`src/rtl/wb_stage.sv`:
```
// wb_stage -- write-back stage of the 5-stage MIPS pipeline.
//
// Latches the memory-stage bundle, commits GPR writes, owns the CP0
// register set (BadVAddr, Count, Compare, Status, Cause, EPC), executes
// MTC0/MFC0/ERET, arbitrates exceptions and interrupts and drives the
// pipeline-wide flush and redirect target.
//
// Optional feature macro: WB_TIMER_INT_EN
//   defined   : Count ticks every second cycle, Compare match raises TI on IP7.
//   undefined : Count/Compare read 0 and ignore writes, TI is always 0.
//
// Ports:
//   clk, reset         clock, synchronous active-high reset
//   ws_allowin         always 1 (WB never stalls)
//   ms_to_ws_valid/bus memory-stage bundle (122 bits, see field unpack below)
//   ext_int_in         external interrupt levels -> Cause.IP[15:10]
//   ws_to_rf_bus       {we, waddr, wdata} register-file write port
//   ws_to_ds_bus       {we, dest, data} forwarding bus, zero unless writing
//   exc_flush          flush earlier stages and redirect fetch
//   exc_target         redirect PC (exception vector or EPC for ERET)
//   debug_wb_*         commit trace
module wb_stage #(
  parameter logic [31:0] EXC_ENTRY = 32'hBFC0_0380
) (
  input  logic         clk,
  input  logic         reset,
  output logic         ws_allowin,
  input  logic         ms_to_ws_valid,
  input  logic [121:0] ms_to_ws_bus,
  input  logic [5:0]   ext_int_in,
  output logic [37:0]  ws_to_rf_bus,
  output logic [37:0]  ws_to_ds_bus,
  output logic         exc_flush,
  output logic [31:0]  exc_target,
  output logic [31:0]  debug_wb_pc,
  output logic [3:0]   debug_wb_rf_wen,
  output logic [4:0]   debug_wb_rf_wnum,
  output logic [31:0]  debug_wb_rf_wdata
);

  localparam logic [4:0] CODE_INT  = 5'd0;
  localparam logic [4:0] CODE_ADEL = 5'd4;
  localparam logic [4:0] CODE_ADES = 5'd5;
  localparam logic [4:0] CODE_SYS  = 5'd8;
  localparam logic [4:0] CODE_BP   = 5'd9;
  localparam logic [4:0] CODE_RI   = 5'd10;
  localparam logic [4:0] CODE_OV   = 5'd12;

  logic         ws_valid_q, ws_valid_d;
  logic [121:0] bus_q, bus_d;

  // CP0 state
  logic [31:0] badvaddr_q, badvaddr_d;
  logic [31:0] count_q, count_d;
  logic [31:0] compare_q, compare_d;
  logic        tick_q, tick_d;
  logic        ti_q, ti_d;
  logic [7:0]  status_im_q, status_im_d;
  logic        status_exl_q, status_exl_d;
  logic        status_ie_q, status_ie_d;
  logic        cause_bd_q, cause_bd_d;
  logic [5:0]  cause_ip_hw_q, cause_ip_hw_d;
  logic [1:0]  cause_ip_sw_q, cause_ip_sw_d;
  logic [4:0]  cause_exccode_q, cause_exccode_d;
  logic [31:0] epc_q, epc_d;

  // Bundle fields
  logic        f_ov, f_ades, f_adel_if, f_adel_ld, f_ri, f_bp, f_flush, f_bd;
  logic        f_eret, f_sysc, f_mfc0, f_mtc0, f_gpr_we;
  logic [31:0] f_badvaddr, f_result, f_pc;
  logic [2:0]  f_sel;
  logic [4:0]  f_rd, f_dest;

  assign f_ov       = bus_q[121];
  assign f_badvaddr = bus_q[120:89];
  assign f_ades     = bus_q[88];
  assign f_adel_if  = bus_q[87];
  assign f_adel_ld  = bus_q[86];
  assign f_ri       = bus_q[85];
  assign f_bp       = bus_q[84];
  assign f_flush    = bus_q[83];
  assign f_bd       = bus_q[82];
  assign f_eret     = bus_q[81];
  assign f_sysc     = bus_q[80];
  assign f_mfc0     = bus_q[79];
  assign f_mtc0     = bus_q[78];
  assign f_sel      = bus_q[77:75];
  assign f_rd       = bus_q[74:70];
  assign f_gpr_we   = bus_q[69];
  assign f_dest     = bus_q[68:64];
  assign f_result   = bus_q[63:32];
  assign f_pc       = bus_q[31:0];

  logic [31:0] status_val, cause_val, cp0_rdata, rf_wdata;
  logic [7:0]  cause_ip;
  logic        live, int_pend, exc, eret_go, mtc0_go, rf_we;
  logic [4:0]  exc_code;
  logic        badv_we;
  logic [31:0] badv_val;

  assign cause_ip   = {cause_ip_hw_q, cause_ip_sw_q};
  assign status_val = {9'd0, 1'b1, 6'd0, status_im_q, 6'd0, status_exl_q, status_ie_q};
  assign cause_val  = {cause_bd_q, ti_q, 14'd0, cause_ip, 1'b0, cause_exccode_q, 2'b00};

  assign live     = ws_valid_q & ~f_flush;
  assign int_pend = status_ie_q & ~status_exl_q & (|(cause_ip & status_im_q));
  assign exc      = live & (int_pend | f_ov | f_ades | f_adel_if | f_adel_ld |
                            f_ri | f_bp | f_sysc);
  assign eret_go  = live & f_eret & ~exc;
  assign mtc0_go  = live & f_mtc0 & ~exc & (f_sel == 3'd0);
  assign rf_we    = live & f_gpr_we & ~exc;

  // Pipeline register next state: WB always accepts, so valid simply follows.
  always_comb begin
    ws_valid_d = ms_to_ws_valid;
    if (ms_to_ws_valid && ws_allowin) begin
      bus_d = ms_to_ws_bus;
    end else begin
      bus_d = bus_q;
    end
  end

  // CP0 read mux; reads see the pre-write value of the current cycle.
  always_comb begin
    cp0_rdata = 32'd0;
    if (f_sel == 3'd0) begin
      case (f_rd)
        5'd8:    cp0_rdata = badvaddr_q;
        5'd9:    cp0_rdata = count_q;
        5'd11:   cp0_rdata = compare_q;
        5'd12:   cp0_rdata = status_val;
        5'd13:   cp0_rdata = cause_val;
        5'd14:   cp0_rdata = epc_q;
        default: cp0_rdata = 32'd0;
      endcase
    end else begin
      cp0_rdata = 32'd0;
    end
  end

  assign rf_wdata = f_mfc0 ? cp0_rdata : f_result;

  // Exception priority encoder; interrupts beat every synchronous cause.
  always_comb begin
    exc_code = CODE_INT;
    badv_we  = 1'b0;
    badv_val = f_badvaddr;
    if (int_pend) begin
      exc_code = CODE_INT;
    end else if (f_adel_if) begin
      exc_code = CODE_ADEL;
      badv_we  = 1'b1;
      badv_val = f_pc;
    end else if (f_ri) begin
      exc_code = CODE_RI;
    end else if (f_ov) begin
      exc_code = CODE_OV;
    end else if (f_sysc) begin
      exc_code = CODE_SYS;
    end else if (f_bp) begin
      exc_code = CODE_BP;
    end else if (f_adel_ld) begin
      exc_code = CODE_ADEL;
      badv_we  = 1'b1;
    end else if (f_ades) begin
      exc_code = CODE_ADES;
      badv_we  = 1'b1;
    end else begin
      exc_code = CODE_INT;
    end
  end

  // CP0 next state: timer, exception entry, MTC0 and ERET.
  always_comb begin
    badvaddr_d      = badvaddr_q;
    status_im_d     = status_im_q;
    status_exl_d    = status_exl_q;
    status_ie_d     = status_ie_q;
    cause_bd_d      = cause_bd_q;
    cause_ip_sw_d   = cause_ip_sw_q;
    cause_exccode_d = cause_exccode_q;
    epc_d           = epc_q;
    cause_ip_hw_d   = {ext_int_in[5] | ti_q, ext_int_in[4:0]};
`ifdef WB_TIMER_INT_EN
    tick_d    = ~tick_q;
    count_d   = tick_q ? count_q + 32'd1 : count_q;
    compare_d = compare_q;
    ti_d      = ti_q | (count_q == compare_q);
`else
    tick_d    = 1'b0;
    count_d   = 32'd0;
    compare_d = 32'd0;
    ti_d      = 1'b0;
`endif
    if (exc) begin
      // A nested exception keeps the original EPC/BD.
      if (!status_exl_q) begin
        epc_d      = f_bd ? f_pc - 32'd4 : f_pc;
        cause_bd_d = f_bd;
      end else begin
        epc_d      = epc_q;
        cause_bd_d = cause_bd_q;
      end
      cause_exccode_d = exc_code;
      status_exl_d    = 1'b1;
      if (badv_we) begin
        badvaddr_d = badv_val;
      end else begin
        badvaddr_d = badvaddr_q;
      end
    end else begin
      if (mtc0_go) begin
        case (f_rd)
`ifdef WB_TIMER_INT_EN
          5'd9:  count_d = f_result;
          5'd11: begin
            compare_d = f_result;
            ti_d      = 1'b0;
          end
`endif
          5'd12: begin
            status_im_d  = f_result[15:8];
            status_exl_d = f_result[1];
            status_ie_d  = f_result[0];
          end
          5'd13:   cause_ip_sw_d = f_result[9:8];
          5'd14:   epc_d = f_result;
          default: epc_d = epc_q;
        endcase
      end else begin
        epc_d = epc_q;
      end
      if (eret_go) begin
        status_exl_d = 1'b0;
      end else begin
        status_exl_d = status_exl_d;
      end
    end
  end

  // State registers with synchronous reset.
  always_ff @(posedge clk) begin
    if (reset) begin
      ws_valid_q      <= 1'b0;
      bus_q           <= {122{1'b0}};
      badvaddr_q      <= 32'd0;
      count_q         <= 32'd0;
      compare_q       <= 32'd0;
      tick_q          <= 1'b0;
      ti_q            <= 1'b0;
      status_im_q     <= 8'd0;
      status_exl_q    <= 1'b0;
      status_ie_q     <= 1'b0;
      cause_bd_q      <= 1'b0;
      cause_ip_hw_q   <= 6'd0;
      cause_ip_sw_q   <= 2'd0;
      cause_exccode_q <= 5'd0;
      epc_q           <= 32'd0;
    end else begin
      ws_valid_q      <= ws_valid_d;
      bus_q           <= bus_d;
      badvaddr_q      <= badvaddr_d;
      count_q         <= count_d;
      compare_q       <= compare_d;
      tick_q          <= tick_d;
      ti_q            <= ti_d;
      status_im_q     <= status_im_d;
      status_exl_q    <= status_exl_d;
      status_ie_q     <= status_ie_d;
      cause_bd_q      <= cause_bd_d;
      cause_ip_hw_q   <= cause_ip_hw_d;
      cause_ip_sw_q   <= cause_ip_sw_d;
      cause_exccode_q <= cause_exccode_d;
      epc_q           <= epc_d;
    end
  end

  assign ws_allowin   = 1'b1;
  assign exc_flush    = live & (exc | f_eret);
  // Only ERET redirects to EPC; everything else (including idle) shows the vector.
  assign exc_target   = eret_go ? epc_q : EXC_ENTRY;
  assign ws_to_rf_bus = {rf_we, f_dest, rf_wdata};
  assign ws_to_ds_bus = rf_we ? {1'b1, f_dest, rf_wdata} : 38'd0;

  assign debug_wb_pc       = f_pc;
  assign debug_wb_rf_wen   = {4{rf_we}};
  assign debug_wb_rf_wnum  = f_dest;
  assign debug_wb_rf_wdata = rf_wdata;

endmodule

```
`config.mk`:
```
export PLATFORM = sky130hd
export DESIGN_NAME = wb_stage
export DESIGN_NICKNAME = d
export VERILOG_FILES = /design/src/rtl/wb_stage.sv
export SDC_FILE = /design/constraint.sdc
export NUM_CORES = 1
export LEC_CHECK = 0
export CAP_MARGIN = 20
export CORE_UTILIZATION = 52
export DETAILED_ROUTE_END_ITERATION = 12
export GPL_TIMING_DRIVEN = 0
export PLACE_DENSITY = 0.86
export SYNTH_ARGS = -nofsm -noshare
export SYNTH_HDL_FRONTEND = slang
export SYNTH_SLANG_ARGS = --single-unit
```
`constraint.sdc`:
```
create_clock -name clk -period 4.2 [get_ports clk]
set_input_delay 0.42 -clock clk [delete_from_list [all_inputs] [get_ports clk]]
set_output_delay 0.42 -clock clk [all_outputs]
set_load 0.01 [all_outputs]
```
==> out/qor.yml, run 1 <==
timing:
  slew_headroom_pct: 28.69
  setup_tns_ns: 0
  grt_setup_unrepaired: "no"
  period_share_pct: 98.10
  tightest_slew_ns: 1.061
  clock.fmax_mhz: 242.7
  skew_ns: 0.02504
  hold_viol_final: 0
  finalCriticalPeriod_ns: 4.120
  slew_violations: 0
  finalSetupViolations: 0
  hold_ws_ns: 0.4595
  setup_slack_ns: 0.07965
critical_path:
  r2r_cells: 6
  r2r-start: "cause_ip_hw_q[0]"
  endpoint: "ws_to_ds_bus[18]"
  cpPeakStageDelay_ns: 0.53
  crit_slowest_cell: "clkdlybuf4s50_1"
  cp.required_ns: 3.78
  r2r_end: "epc_q[29]"
  start_kind: "flip-flop"
  crit_chain: "and3b_1, buf_2, nor3b_4, clkbuf_1, a22oi_1, o2bb2ai_1, and2_1, clkdlybuf4s50_1"
  r2r_slack_ns: 1.38
  crit_start: "bus_q[72]"
  crit_path_end_kind: "primary output"
  cp.arrival_ns: 3.70
  cp_max_fo: 10
  crit_family: "buffers and inverters"
  path_depth: 8
  cp_num_buf_inv: 3
  critical_path_class: "flip-flop to primary output"
synthesis:
  ys_seq_area_share_pct: 38.70
  synthesis.area_mm2: 0.01086
  async_reset_ff_share_pct: 0
  syn_nets: 1351
  yosysUniqueCellTypes: 72
  yosysWarnings: 0
  synth-seq-cells: 210
  synth_edf_count: 0
  synthFlopType: "dfxtp_1"
  yosys.area.top_type_share_pct: 38.70
  ys_top_cells_by_area: "dfxtp_1 39%, mux2i_1 14%, nor2_1 6.1%"
  netlist.top_cell.by_area: "dfxtp_1"
  synth_cells: 1219
  syn_area_per_cell_um2: 8.912
floorplan:
  row_count: 52
  dieHeight_um: 146.5
  num_io_pins: 314
  die_width_um: 146.5
  dieArea_mm2: 0.02147
  initial_core_util_pct: 53.35
  core_area_mm2: 0.02036
outcome:
  status: "finished, final reports clean"
global_routing:
  grt_antenna_before_repair: 0
  grt_max_degree: 16
  grt_overflow: 0
  grt_pass1_wl_mm: 56.57
  grt_usage_pct: 33.57
  grt_pass1_vias: 10170
placed_design:
  port_buffers: 310
  dp.cells: 1799
  dpl-instance-area_mm2: 0.01431
  globalplace.congestion: 0.9475
  pre_cts_ws_ns: 0.5459
  place_hpwl_mm: 28.43
finish:
  finalInstanceArea_mm2: 0.01506
  num_antenna_cells: 0
  nets: 1685
  stdcell_count: 1839
  postLayoutCoreUtil_pct: 73.97
  area_delta_synth_final_pct: 38.65
  final_layout_size_suffix_gt1_share_pct: 11.73
run:
  max_cap_violations: 0
clocking:
  clk_path_buf_depth: 3
  post_cts_buffers: 0
  insertion_delay_ns: 0.52
  cts_tree: "yes"
  clockRootBuffer: "clkbuf_16"
  cts_buffers: 22
  clock-sinks: 210
  cts.hold.buffers_added: 0
  clk_pin_slew_worst_paths_ns: 0.06
  htree_levels: 1
route:
  vias: 10620
  wl_mm: 37.05
  drc_errors: 0
  via_per_inst: 5.774
  first_iter_violations: 1158
  ant_nets: 0
  routedWlPerCell_um: 20.15
  drtPass1Iterations: 6
min_path:
  min_path_type: "input pin to flip-flop"
  min_from: "ext_int_in[1]"
power:
  p_per_area_mw_per_mm2: 336.3
  total_power_mw: 5.065
  power.leakage_nw: 5.866
  ir_drop_mv: 0.2503
worst min-delay path by stage:
stage	to	slack (ns)	depth (start not counted)
after global routing	cause_ip_hw_q[1]	0.47	2
after global placement	cause_bd_q	0.44	2
after CTS	cause_exccode_q[0]	0.46	2
after floorplan	cause_bd_q	0.43	2
after detailed placement	cause_exccode_q[0]	0.45	2
final	cause_ip_hw_q[1]	0.46	2
cells by family (layout without fill, tap and decap cells):
kind of cell	after synthesis	after routing	synth area share (%)
AOI/OAI and AO/OA	188	188	14.22
xor gates and xnor gates	29	29	2.338
adders and majority gates	1	1	0.1151
buffers and inverters	189	539	10.16
DFF	210	210	38.70
muxes	151	151	13.94
other	1	1	0.03452
and+or+nand+nor	450	450	20.50
cell usage in the layout, fill, tap and decap left out, types with 15 or more instances in the layout:
cell and count:
xnor2_1 21, clkbuf_1 54, nor3_1 17, nor2_1 178, mux2i_1 149, o22ai_1 15
a22oi_1 28, and2_1 51, buf_1 15, clkbuf_16 23, nand4_1 20, dfxtp_1 210
o2111ai_1 17, nand2_1 111, a311oi_1 33, buf_4 84, o2bb2ai_1 24, buf_2 21
clkdlybuf4s50_1 310, a21oi_1 15
per-layer routing:
metal	vias to the layer above	global-route usage, %	share of wire (%)
met5	-	0	0
met4	0	13.02	3.8
li1	4910	-	-
met1	4940	43.22	40
met2	649	54.21	46
met3	119	8.000	11
cell usage after synthesis (3+ instances only):
library cell,number
clkbuf_1,54
o2111ai_1,17
buf_6,7
inv_1,7
dfxtp_1,210
nand2_1,111
nand3_1,4
o2bb2ai_1,24
or4_4,4
xnor2_1,21
a21o_1,9
o22ai_1,15
buf_1,15
a222oi_1,5
nor3_1,17
o211ai_1,3
o311ai_1,7
nor2_1,178
nand2b_1,14
xor2_1,8
a22o_1,4
buf_4,84
mux2i_1,149
nor2b_1,11
nor4b_1,3
nor4_4,3
nor4_1,4
and2_1,51
or4_1,3
a311oi_1,33
a21oi_1,15
buf_2,21
nand4_1,20
o221ai_1,4
a22oi_1,28
or3_1,3
a32oi_1,8
o311ai_2,3
worst reg2reg max path: cells and delay by family (launching register included):
| family | cells | cell delay (ns) |
|---|---|---|
| AOI/OAI and AO/OA | 3 | 1.27 |
| and+or+nand+nor | 2 | 0.57 |
| buffers and inverters | 1 | 0.48 |
| DFF | 1 | 0.32 |
area by class of cell:
cell class / count / area (µm²)
tap: 270 / 337.8
sequential: 210 / 4204
clock buffer: 28 / 624.3
timing repair buffer: 310 / 3103
buffer: 181 / 1076
fill: 1526 / 5301
inverter: 8 / 30.03
clock inverter: 12 / 118.9
multi-input combinational: 820 / 5569
report_power, final:
group / internal [mW] / total (mW) / leakage, nW / switching (mW)
clock: 1.18 / 2.00 / 0.368 / 0.822
sequential: 2.09 / 2.21 / 1.72 / 0.116
combinational: 0.445 / 0.856 / 3.78 / 0.411
sequential cells by signal, summed over array words and instances, names as in the netlist:
register         count
cause_bd_q           1
status_ie_q          1
cause_ip_hw_q        6
ws_valid_q           1
status_exl_q         1
status_im_q          8
cause_ip_sw_q        2
badvaddr_q          32
bus_q              122
epc_q               32
cause_exccode_q      4
what timing repair did:
action	CTS	global route
resized for setup	1	4
setup endpoints to repair	2	47
cloned	0	0
(Power assumes the default switching activity.)
==> run 2: changes to the inputs <==
--- a/config.mk
+++ b/config.mk
@@ -6,10 +6,12 @@
 export NUM_CORES = 1
 export LEC_CHECK = 0
 export CAP_MARGIN = 20
-export CORE_UTILIZATION = 52
+export CORE_UTILIZATION = 53
+export CTS_BUF_LIST = sky130_fd_sc_hd__clkbuf_4
 export DETAILED_ROUTE_END_ITERATION = 12
 export GPL_TIMING_DRIVEN = 0
-export PLACE_DENSITY = 0.86
+export PLACE_DENSITY = 0.88
+export RECOVER_POWER = 25
 export SYNTH_ARGS = -nofsm -noshare
 export SYNTH_HDL_FRONTEND = slang
 export SYNTH_SLANG_ARGS = --single-unit
==> run 2 against run 1 <==
Effect of this change: die area down 1.9%; via count increased by 3.6%; critical path type unchanged; global-route usage increased by 1.7 points; final cell count rose by 3.2%; sequential share of layout area rose by 0.093 points.
==> out/qor.yml, run 2 (synthesis gave the netlist of run 1 again) <==
outcome:
  status: "finished, final reports clean"  # unchanged
min_path:
  min_to: "cause_ip_hw_q[1]"  # unchanged
  whs_path_depth: 2  # unchanged
  min_from: "ext_int_in[1]"  # unchanged
  min_path_type: "input pin to flip-flop"  # unchanged
route:
  ant_nets: 0  # unchanged
  routedWlPerCell_um: 19.96  # was 20.15 µm
  drtPass1Iterations: 9  # was 6
  via_per_inst: 5.799  # was 5.774
  vias: 11000  # was 10620
  drc_errors: 0  # unchanged
  first_iter_violations: 1036  # was 1158
  wl_mm: 37.87  # was 37.05 mm
timing:
  grt_setup_unrepaired: "no"  # unchanged
  hold_viol_final: 0  # unchanged
  finalCriticalPeriod_ns: 4.103  # was 4.120 ns
  setup_slack_ns: 0.09665  # was 0.07965 ns
  period_share_pct: 97.70  # was 98.10%
  clock.fmax_mhz: 243.7  # was 242.7 MHz
  finalSetupViolations: 0  # unchanged
  setup_tns_ns: 0  # unchanged
  skew_ns: 0.03618  # was 0.02504 ns
  tightest_slew_ns: 1.049  # was 1.061 ns
  slew_headroom_pct: 30.10  # was 28.69%
  slew_violations: 0  # unchanged
global_routing:
  grt_antenna_before_repair: 1  # was 0
  grt_pass1_vias: 10650  # was 10170
  grt_overflow: 0  # unchanged
  grt_usage_pct: 35.26  # was 33.57%
  grt_pass1_wl_mm: 58.48  # was 56.57 mm
  grt_max_degree: 16  # unchanged
power:
  ir_drop_mv: 0.2587  # was 0.2503 mV
  p_per_area_mw_per_mm2: 317.4  # was 336.3 mW/mm²
  total_power_mw: 4.766  # was 5.065 mW
  power.leakage_nw: 5.902  # was 5.866 nW
finish:
  postLayoutCoreUtil_pct: 74.44  # was 73.97%
  mostFrequentLayoutCells: "310 x clkdlybuf4s50_1, 210 x dfxtp_1, 177 x nor2_1, 149 x mux2i_1, 111 x nand2_1"  # was 310 x clkdlybuf4s50_1, 210 x dfxtp_1, 178 x nor2_1, 149 x mux2i_1, 111 x nand2_1
  largest_reg_flops: 122  # unchanged
  fill_cells: 1542  # was 1526
  nets: 1718  # was 1685
  largest-register: "bus_q"  # unchanged
  final_layout_size_suffix_gt1_share_pct: 14.33  # was 11.73%
  area_delta_synth_final_pct: 38.19  # was 38.65%
  top_regs: "bus_q (122), badvaddr_q (32), epc_q (32)"  # unchanged
  final_common_cell: "clkdlybuf4s50_1"  # unchanged
critical_path:
  cp.required_ns: 3.78  # about the same
  r2r_slack_ns: 1.40  # was 1.38 ns
  critical_path_class: "flip-flop to primary output"  # unchanged
  crit_path_end_kind: "primary output"  # unchanged
  cp.arrival_ns: 3.68  # was 3.70 ns
  start_kind: "flip-flop"  # unchanged
  r2r-start: "cause_ip_hw_q[0]"  # unchanged
  cp_max_fo: 10  # unchanged
  r2r_cells: 6  # unchanged
  r2r_end: "epc_q[10]"  # was epc_q[29]
placed_design:
  place_hpwl_mm: 28.85  # was 28.43 mm
  globalplace.congestion: 0.9468  # was 0.9475
  pre_cts_ws_ns: 0.5060  # was 0.5459 ns
  port_buffers: 310  # unchanged
clocking:
  cts_buffers: 54  # was 22
  clk_pin_slew_worst_paths_ns: 0.07  # was 0.06 ns
  clk_path_buf_depth: 3  # unchanged
  clock-sinks: 210  # unchanged
  htree_levels: 2  # was 1
  insertion_delay_ns: 0.71  # was 0.52 ns
  cts_tree: "yes"  # unchanged
  cts.hold.buffers_added: 0  # unchanged
  clockRootBuffer: "clkbuf_4"  # was clkbuf_16
floorplan:
  row_count: 52  # unchanged
  core_area_mm2: 0.02017  # was 0.02036 mm²
  dieHeight_um: 145.2  # was 146.5 µm
  initial_core_util_pct: 53.86  # was 53.35%
  num_io_pins: 314  # unchanged
  die_width_um: 145.2  # was 146.5 µm
  dieArea_mm2: 0.02107  # was 0.02147 mm²
run:
  max_cap_violations: 0  # unchanged
==> run 2: worst max-delay path, cell delays in order (launching register included) <==
cell	delay, ns
dfxtp_1	0.36
or4_4	0.56
or3_1	0.36
buf_4	0.19
nor3_4	0.35
clkbuf_1	0.45
nand2b_1	0.20
clkdlybuf4s50_1	0.52
==> run 2: stage by stage <==
| stage | hold slack [ns] | instance area, µm² | instances |
|---|---|---|---|
| after floorplan | 0.4314 | 10860 | 1219 |
| after global placement | 0.4429 | 14310 | 1799 |
| after detailed placement | 0.4484 | 14310 | 1799 |
| after CTS | 0.2907 | 14970 | 1895 |
| after global routing | 0.3120 | 15010 | 1897 |
| final | 0.3047 | 15010 | 1897 |
==> run 2: worst max path at each step <==
stage                     startpoint                to  slack, ns  cells after the start
final                      bus_q[84]     exc_target[8]        0.1                      7
after detailed placement   bus_q[72]   ws_to_ds_bus[0]       0.51                      8
after floorplan            bus_q[80]  ws_to_ds_bus[23]       1.66                      8
after global routing       bus_q[80]     exc_target[8]     0.0003                      7
after global placement     bus_q[72]  ws_to_ds_bus[31]       0.53                      8
after CTS                  bus_q[72]   ws_to_ds_bus[8]       0.03                      8
==> run 2: what timing repair did <==
action | 4_1_cts | 5_1_grt
endpoints found under the setup margin | 48 | 89
buffers inserted | 0 | 1
gates resized for setup | 3 | 15
==> run 2: layout make-up <==
class                      instances  area, µm²  area share [%]
inverter                           8      30.03          0.2000
buffer                           181       1084           7.217
sequential                       210       4204           28.00
clock inverter                    20      82.58          0.5500
antenna                            1      2.502         0.01667
multi-input combinational        820       5592           37.24
clock buffer                      76      570.5           3.800
tap                              270      337.8           2.250
timing repair buffer             311       3110           20.72
==> run 2: layer usage <==
metal  GRT usage (%)  wire length, µm  up-vias
met2           57.67            17640      696
met4           15.89             1567        0
li1                -                -     5009
met3           8.648             4039      139
met5               0                0        -
met1           43.80            14630     5156
==> run 2: power by group <==
part	internal [mW]	switching, mW	total, mW
registers	2.09	0.115	2.21
logic	0.446	0.412	0.859
clock network	0.835	0.864	1.70
total	3.37	1.39	4.77
